`src/rtl/fetch_sequencer_pkg.sv`:
```
// fetch_sequencer_pkg: shared encodings for the fetch sequencer and its branch resolver.
package fetch_sequencer_pkg;
  localparam logic [2:0] PC_SEQ    = 3'b000;
  localparam logic [2:0] PC_JUMP   = 3'b001;
  localparam logic [2:0] PC_REG    = 3'b010;
  localparam logic [2:0] PC_BRANCH = 3'b011;
  localparam logic [5:0] OP_RTYPE = 6'b000000;
  localparam logic [5:0] OP_J     = 6'b000010;
  localparam logic [5:0] OP_JAL   = 6'b000011;
  localparam logic [5:0] OP_BEQ   = 6'b000100;
  localparam logic [5:0] OP_BNE   = 6'b000101;
  localparam logic [5:0] OP_BLEZ  = 6'b000110;
  localparam logic [5:0] OP_BGTZ  = 6'b000111;
  localparam logic [5:0] FN_JR    = 6'b001000;
  localparam logic [5:0] FN_JALR  = 6'b001001;
  typedef enum logic [1:0] {S_FETCH, S_ISSUE, S_STEP} state_e;
endpackage

```
`src/rtl/fetch_sequencer_branch_resolve.sv`:
```
// branch_resolve: combinational control-flow decision for the held instruction.
module branch_resolve
  import fetch_sequencer_pkg::*;
#(
  parameter int DATA_W = 32
) (
  input  logic [DATA_W-1:0] ir,
  input  logic [DATA_W-1:0] rs_data,
  input  logic [DATA_W-1:0] rt_data,
  output logic [2:0]        pc_control
);
  logic [5:0] op, fn;
  logic eq, lez, taken;
  assign op = ir[31:26];
  assign fn = ir[5:0];
  assign eq = rs_data == rt_data;
  assign lez = $signed(rs_data) <= 0;
  assign taken = (op == OP_BEQ && eq) || (op == OP_BNE && !eq) ||
                 (op == OP_BLEZ && lez) || (op == OP_BGTZ && !lez);
  assign pc_control = (op == OP_J || op == OP_JAL) ? PC_JUMP :
                      (op == OP_RTYPE && (fn == FN_JR || fn == FN_JALR)) ? PC_REG :
                      taken ? PC_BRANCH : PC_SEQ;
endmodule

```
`src/rtl/fetch_sequencer.sv`:
```
// fetch_sequencer: fetches at pc, hands the instruction to decode, then strobes the PC register
// with the resolved control-flow decision.
module fetch_sequencer
  import fetch_sequencer_pkg::*;
#(
  parameter int ADDR_W = 32,
  parameter int DATA_W = 32
) (
  input  logic              clk,
  input  logic              rst,
  input  logic [ADDR_W-1:0] pc,
  output logic              imem_req,
  output logic [ADDR_W-1:0] imem_addr,
  input  logic              imem_ack,
  input  logic [DATA_W-1:0] imem_rdata,
  output logic [4:0]        rs_addr,
  output logic [4:0]        rt_addr,
  input  logic [DATA_W-1:0] rs_data,
  input  logic [DATA_W-1:0] rt_data,
  output logic [DATA_W-1:0] instr,
  output logic              instr_valid,
  input  logic              instr_ready,
  output logic              pc_step,
  output logic [2:0]        pc_control,
  output logic [25:0]       jump_address,
  output logic [15:0]       branch_offset,
  output logic [ADDR_W-1:0] reg_address
);
  state_e state, state_next;
  logic [DATA_W-1:0] ir;
  logic [2:0] ctrl;
  branch_resolve #(.DATA_W(DATA_W)) u_resolve (
    .ir(ir), .rs_data(rs_data), .rt_data(rt_data), .pc_control(ctrl)
  );
  always_ff @(posedge clk or posedge rst)
    if (rst) state <= S_FETCH;
    else state <= state_next;
  // imem_req is gated by rst so every output reads 0 while reset is held.
  always_comb begin
    state_next = state;
    case (state)
      S_FETCH: state_next = imem_ack ? S_ISSUE : S_FETCH;
      S_ISSUE: state_next = instr_ready ? S_STEP : S_ISSUE;
      default: state_next = S_FETCH;
    endcase
    imem_req = !rst && state == S_FETCH;
    imem_addr = imem_req ? pc : '0;
    instr_valid = state == S_ISSUE;
    pc_step = state == S_STEP;
  end
  always_ff @(posedge clk or posedge rst)
    if (rst) begin
      ir <= '0;
      pc_control <= PC_SEQ;
      jump_address <= '0;
      branch_offset <= '0;
      reg_address <= '0;
    end else begin
      if (state == S_FETCH && imem_ack) ir <= imem_rdata;
      if (state == S_ISSUE && instr_ready) begin
        pc_control <= ctrl;
        jump_address <= ir[25:0];
        branch_offset <= ir[15:0];
        if (ctrl == PC_REG) reg_address <= ADDR_W'(rs_data);
      end
    end
  assign instr = ir;
  assign rs_addr = ir[25:21];
  assign rt_addr = ir[20:16];
endmodule

```
`config.mk`:
```
export PLATFORM = sky130hd
export DESIGN_NAME = fetch_sequencer
export DESIGN_NICKNAME = d
export VERILOG_FILES = /design/src/rtl/fetch_sequencer_pkg.sv /design/src/rtl/fetch_sequencer_branch_resolve.sv /design/src/rtl/fetch_sequencer.sv
export SDC_FILE = /design/constraint.sdc
export NUM_CORES = 1
export LEC_CHECK = 0
export ABC_AREA = 1
export BUFFER_PORTS_ARGS = -buffer_cell sky130_fd_sc_hd__buf_2
export CORE_MARGIN = 10
export CORE_UTILIZATION = 40
export CTS_CLUSTER_SIZE = 40
export DETAILED_ROUTE_END_ITERATION = 6
export PLACE_DENSITY_LB_ADDON = 0.15
export SYNTH_ARGS = -nofsm -noshare
export SYNTH_HDL_FRONTEND = slang
export SYNTH_HIERARCHICAL = 1
export SYNTH_SLANG_ARGS = --single-unit
export TNS_END_PERCENT = 100
```
`constraint.sdc`:
```
create_clock -name clk -period 3.8 [get_ports clk]
set_input_delay 0.19 -clock clk [delete_from_list [all_inputs] [get_ports clk]]
set_output_delay 0.19 -clock clk [all_outputs]
set_load 0.005 [all_outputs]
```
# After elaboration in Yosys (flattened, before gate mapping)
# Cells that the tools add are included.
dict set report totals {
  regBits 111
  output_inout_bits 154
  input_bits 132
  wordCells 45
}
dict set report op_classes {
  reduce_logical 19
  n_eq_ne 12
  n_lt_le_gt_ge 1
  muxes 7
}
# cell n
set ops {}
lappend ops {{32-bit equality test} 1}
lappend ops {{32-bit by 1-bit <= comparator with 1-bit output, second input constant} 1}
lappend ops {{32-bit 2-to-1 mux} 1}
lappend ops {{6-bit by 3-bit equality test with 1-bit output, second input constant} 4}
lappend ops {{6-bit by 2-bit equality test with 1-bit output, second input constant} 2}
lappend ops {{6-bit by 4-bit equality test with 1-bit output, second input constant} 2}
lappend ops {{1-bit logical AND} 8}
lappend ops {{6-bit zero test} 1}
lappend ops {{3-bit 2-to-1 mux} 2}
lappend ops {{1-bit logical OR} 5}
lappend ops {{2-bit 2-to-1 mux} 2}
lappend ops {{2-bit one-hot mux with 2 select lines} 1}
lappend ops {{3-bit by 2-bit equality test with 1-bit output, second input constant} 1}
lappend ops {{1-bit zero test} 3}
lappend ops {{2-bit by 1-bit equality test with 1-bit output, second input constant} 1}
lappend ops {{2-bit equality test, second input constant} 1}
lappend ops {{2-bit zero test} 1}
lappend ops {{2-bit AND reduction} 1}
lappend ops {{1-bit 2-to-1 mux} 1}

# Depth between registers and ports, before layout
dict set report depth {
  word_depth 11
  ltp_mapped 18
  ltp_nobuf 17
}

# Hierarchy
# The synthesis kept the hierarchy.
# module instances area_per_inst_um2 cells_each seq_area_each_um2
set by_module_without_submodules {}
lappend by_module_without_submodules {fetch_sequencer 1 4098.9 506 2377.3}
lappend by_module_without_submodules {branch_resolve 1 720.7 152 0.0}

# Worst setup path before layout
# No wires, ideal clock.
dict set report synth_path {
  path_type {input-to-output}
  start {input port rst}
  end {output port imem_addr[17]}
  path_slack_ns 0.634
  path_buffers 1
  required_time_ns 3.610
  t_arrival_ns 2.976
  stages 4
  cell_sequence {inv_1 -> nand2_1 -> buf_2 -> nor2_1}
}
dict set report synth_between {
  elab_chain_cells 3
}
# item line_no
set synth_rtl {}
lappend synth_rtl {{from (decl)} fetch_sequencer.sv:10} ;# input logic rst,
lappend synth_rtl {{1-bit zero test (no source line)} --}
lappend synth_rtl {{1-bit logical AND} fetch_sequencer.sv:46} ;# imem_req = !rst && state == S_FETCH;
lappend synth_rtl {{32-bit 2-to-1 mux} fetch_sequencer.sv:47} ;# imem_addr = imem_req ? pc : '0;
lappend synth_rtl {{to (decl)} fetch_sequencer.sv:13} ;# output logic [ADDR_W-1:0] imem_addr,
# No other way between the ends.

# Worst setup path in the final report
dict set report layout_path {
  start {register ir[29], in the netlist instr[29]}
  end {register reg_address[11]}
}
dict set report layout_between {
  elab_chain_cells 10
  elab_cells_between_ends 21
  classes_between {eq/ne (7); mux (3); reduce/logical (11)}
}
# item line_no
set layout_rtl {}
lappend layout_rtl {{from (decl)} fetch_sequencer.sv:30} ;# logic [DATA_W-1:0] ir;
lappend layout_rtl {{from (signal assigned)} fetch_sequencer.sv:59} ;# if (state == S_FETCH && imem_ack) ir <= imem_rdata;
lappend layout_rtl {{6-bit by 3-bit equality test with 1-bit output} fetch_sequencer_branch_resolve.sv:18} ;# assign taken = (op == OP_BEQ && eq) || (op == OP_BNE && !eq) ||
lappend layout_rtl {{1-bit logical AND} fetch_sequencer_branch_resolve.sv:18}
lappend layout_rtl {{1-bit logical OR (2 in series)} fetch_sequencer_branch_resolve.sv:18}
lappend layout_rtl {{1-bit logical OR} fetch_sequencer_branch_resolve.sv:19} ;# (op == OP_BLEZ && lez) || (op == OP_BGTZ && !lez);
lappend layout_rtl {{2-bit 2-to-1 mux} fetch_sequencer_branch_resolve.sv:22} ;# taken ? PC_BRANCH : PC_SEQ;
lappend layout_rtl {{3-bit 2-to-1 mux} fetch_sequencer_branch_resolve.sv:21} ;# (op == OP_RTYPE && (fn == FN_JR || fn == FN_JALR)) ? PC_REG :
lappend layout_rtl {{3-bit 2-to-1 mux *} fetch_sequencer_branch_resolve.sv:20} ;# assign pc_control = (op == OP_J || op == OP_JAL) ? PC_JUMP :
lappend layout_rtl {{net ctrl[1]} fetch_sequencer.sv:31} ;# logic [2:0] ctrl;
lappend layout_rtl {{3-bit by 2-bit equality test with 1-bit output *} fetch_sequencer.sv:64} ;# if (ctrl == PC_REG) reg_address <= ADDR_W'(rs_data);
lappend layout_rtl {{2-bit AND reduction (no source line) *} --}
lappend layout_rtl {{to (signal assigned)} fetch_sequencer.sv:64}
lappend layout_rtl {{to (decl)} fetch_sequencer.sv:27} ;# output logic [ADDR_W-1:0] reg_address
# Mark *: on every way through the listed nets, which the timed path passes. The rest lies on a longest branch.
# A chain may end at the register's enable or synchronous reset.

==> metrics.csv <==
stage,metric,value,unit
run_status,outcome,"complete, no violations",
power,PwrDens,649,mW/mm^2
yosys,"Distinct cells, synth",18,
setup_path,critical path data required time,4.01,ns
detailed_routing,DRT Pass-1 Iters,4,
sta,Slew @ Worst Pin,1.09,ns
yosys,most frequent cells after synthesis,"nand2_1, dfrtp_1, inv_1, nor2_1, nand3_1",
layout,post-layout net count,1042,
sta,final worst slack,1.37,ns
sta,final hold vios,0,
die,full die area,0.0168,sq mm
clocking,clock buffer depth,2,
detailed_routing,Vias,4769,
die,IO Pins,286,
setup_path,startpoint class of the critical path,flip-flop,
sta,final worst-path cycle share,0.641,
yosys,post-synthesis xor/xnor area fraction,0.0418,
clocking,CTS HTree Levels,3,
die,Die H,130,um
global_routing,first-pass GRT wire length,24.6,mm
setup_path,CP Max Fanout,32,
detailed_routing,WL per Instance,15.1,um
layout,fill cell count,1209,
layout,layout cells sized above 1,0.339,
yosys,Yosys top cell area share,0.493,
detailed_routing,routed wire length,16.0,mm
worst_hold_path,Hold Crit Class,input port to flip-flop,
setup_path,Setup crit end kind,flip-flop,
yosys,leading area contributor after synthesis,dfrtp_1,
yosys,post-synthesis compound-gate area fraction,0.00312,
sta,FMAX,411,MHz
clocking,CTS tree,done,
detailed_routing,"antenna viol nets, final",0,
global_routing,largest net degree at the start of global routing,51,
yosys,multiplexer share of the synthesized area,0,
detailed_routing,vias per inst,4.49,
place,GPL Wtd Cong,0.873,
global_routing,initial antenna violation count,3,
yosys,"Seq/Total Area, Yosys",0.493,
yosys,most common cell in the netlist,nand2_1,
yosys,syn_nets,790,
power,Lkg Pwr,4.06,nW
sta,final setup fails,0,
yosys,largest family of logic cells by synthesized area,simple AND/OR/NAND/NOR gates,
yosys,mean post-synth cell area,7.32,sq um
die,initial core utilization,0.405,
sta,final hold slack,0.0716,ns
layout,fin util,0.544,
detailed_routing,drt drc,0,
global_routing,GRT Util Overall,0.181,
yosys,"top cells by area, synth","dfrtp_1, nand2_1, inv_1, nor2_1, buf_4",
yosys,Mapped Cells,658,
sta,skew final,0.00570,ns
sta,relative slew slack,0.271,
clocking,Clock Pin Slew Worst Setup and Hold Paths,0.07,ns
layout,synth-to-layout area growth,34.4,%
clocking,postcts setup bufs,0,
yosys,Yosys warnings,6,
die,Die W,130,um
place,PortBufs,285,
sta,Fin Setup TNS,0,ns
clocking,worst skew pair latency,0.33,ns
global_routing,vias in the first global route,4710,
place,DPL Wire Length,12.4,mm
die,row cnt,40,
setup_path,worst path arrival time,2.65,ns
sta,RSZ-0062 raised after global routing,no,
detailed_routing,drt initial violations,344,
die,core area,0.0119,sq mm
setup_path,WS Path Type,flip-flop to flip-flop,
flow_run,Max-Cap Viols,0,
yosys,simple-gate share of the synthesized area,0.346,
yosys,ys flop type,dfrtp_1,
sta,Tmin final,2.43,ns
yosys,Yosys reg bits,95,
sta,fin. max-slew vios,0,
yosys,Mapped Area,0.00482,sq mm
global_routing,"Remaining Overflow, GRT",0,
power,VDD IR max,0.381,mV
clocking,CTS root buf,clkbuf_16,
yosys,"FFs w/ async S/R, synth",1.00,
place,Setup Slack @ Placement,1.21,ns
yosys,Post-Synth Adder-Cell Area,0,
yosys,number of synthesized flops with an enable pin,0,
clocking,TritonCTS Buffers,9,
clocking,Clock Sink Count,95,
## where the power goes
part	switching [W]	total, W	internal [W]
sequential	0.000327	0.00177	0.00145
clock	0.000375	0.000906	0.000531
combinational	0.000829	0.00152	0.000696
## registers in the layout, summed over array words and instances, names as in the netlist
| name | count |
|---|---|
| state | 2 |
| jump_address | 26 |
| pc_control | 3 |
| instr | 32 |
| reg_address | 32 |
## worst paths after layout
path / from / to / slack [ns] / cells after the start
setup reg to reg: instr[29]$_DFFE_PP0P_ / reg_address[11]$_DFFE_PP0P_ / 1.37 / 12
hold reg to reg: reg_address[26]$_DFFE_PP0P_ / reg_address[26]$_DFFE_PP0P_ / 0.47 / 2
min in group asynchronous: rst / reg_address[23]$_DFFE_PP0P_ / 0.47 / 3
setup / recovery: instr[29]$_DFFE_PP0P_ / reg_address[11]$_DFFE_PP0P_ / 1.37 / 12
max in group asynchronous: rst / instr[4]$_DFFE_PP0P_ / 2.24 / 4
hold / removal: instr_ready / state[0]$_DFF_PP0_ / 0.07 / 2
## layout make-up
cell class,count,area [sq um],area share
antenna,1,2.50,0.000386
clock buffer,12,246,0.0381
clock inverter,4,53.8,0.00831
inverter,62,235,0.0363
multi-input combinational,449,1890,0.292
sequential,95,2380,0.367
tap,147,184,0.0284
timing repair buffer,293,1490,0.230
## worst max-delay path: stages (launching register included)
cell     delay, ns
dfrtp_1       0.41
inv_1         0.06
nand2_1       0.06
nor4_1        0.30
nand2_1       0.09
nand3_1       0.09
nand2_1       0.07
nand3_1       0.12
nand2_1       0.07
nor2_1        0.08
nand2_1       0.64
nand2_1       0.25
nand2_1       0.07
## placed cells by master (no fill, tap or decap), drive strengths merged, types with 3 or more instances in the layout
cell    netlist  routed
dfrtp        95      95
xnor2        23      23
nand2       308     308
clkbuf       11      12
o21ai         3       3
nand4         3       3
buf          41     292
nand3        43      43
nor2         63      63
inv          62      63
## per-layer routing
metal / vias up / part of all wire / track usage
met5: - / 0.00081 / 0
met4: 2 / 0.0072 / 0.0311
met3: 13 / 0.084 / 0.0653
met2: 153 / 0.47 / 0.290
met1: 2153 / 0.44 / 0.234
li1: 2448 / - / -
## metrics by stage
step / instance area (sq um) / cells / power, W
finish: 6480 / 1063 / 0.00421
global route: 6470 / 1062 / 0.00457
CTS: 6470 / 1062 / 0.00428
detailed placement: 6160 / 1045 / 0.00336
global placement: 6160 / 1045 / 0.00334
floorplan: 4820 / 658 / 0.00258
## cell families (layout without fill, tap and decap cells)
family	count (synthesis)	in the layout
and+or+nand+nor	422	422
AOI/OAI and AO/OA	3	3
xor gates and xnor gates	23	23
DFF	95	95
other	1	2
buffers and inverters	114	371
## repair_timing
action,4_1_cts,5_1_grt
hold buffers,1,0
endpoints found under the hold margin,45,0
resized for setup,0,0
Note: power is estimated with default switching activity, not from simulation.
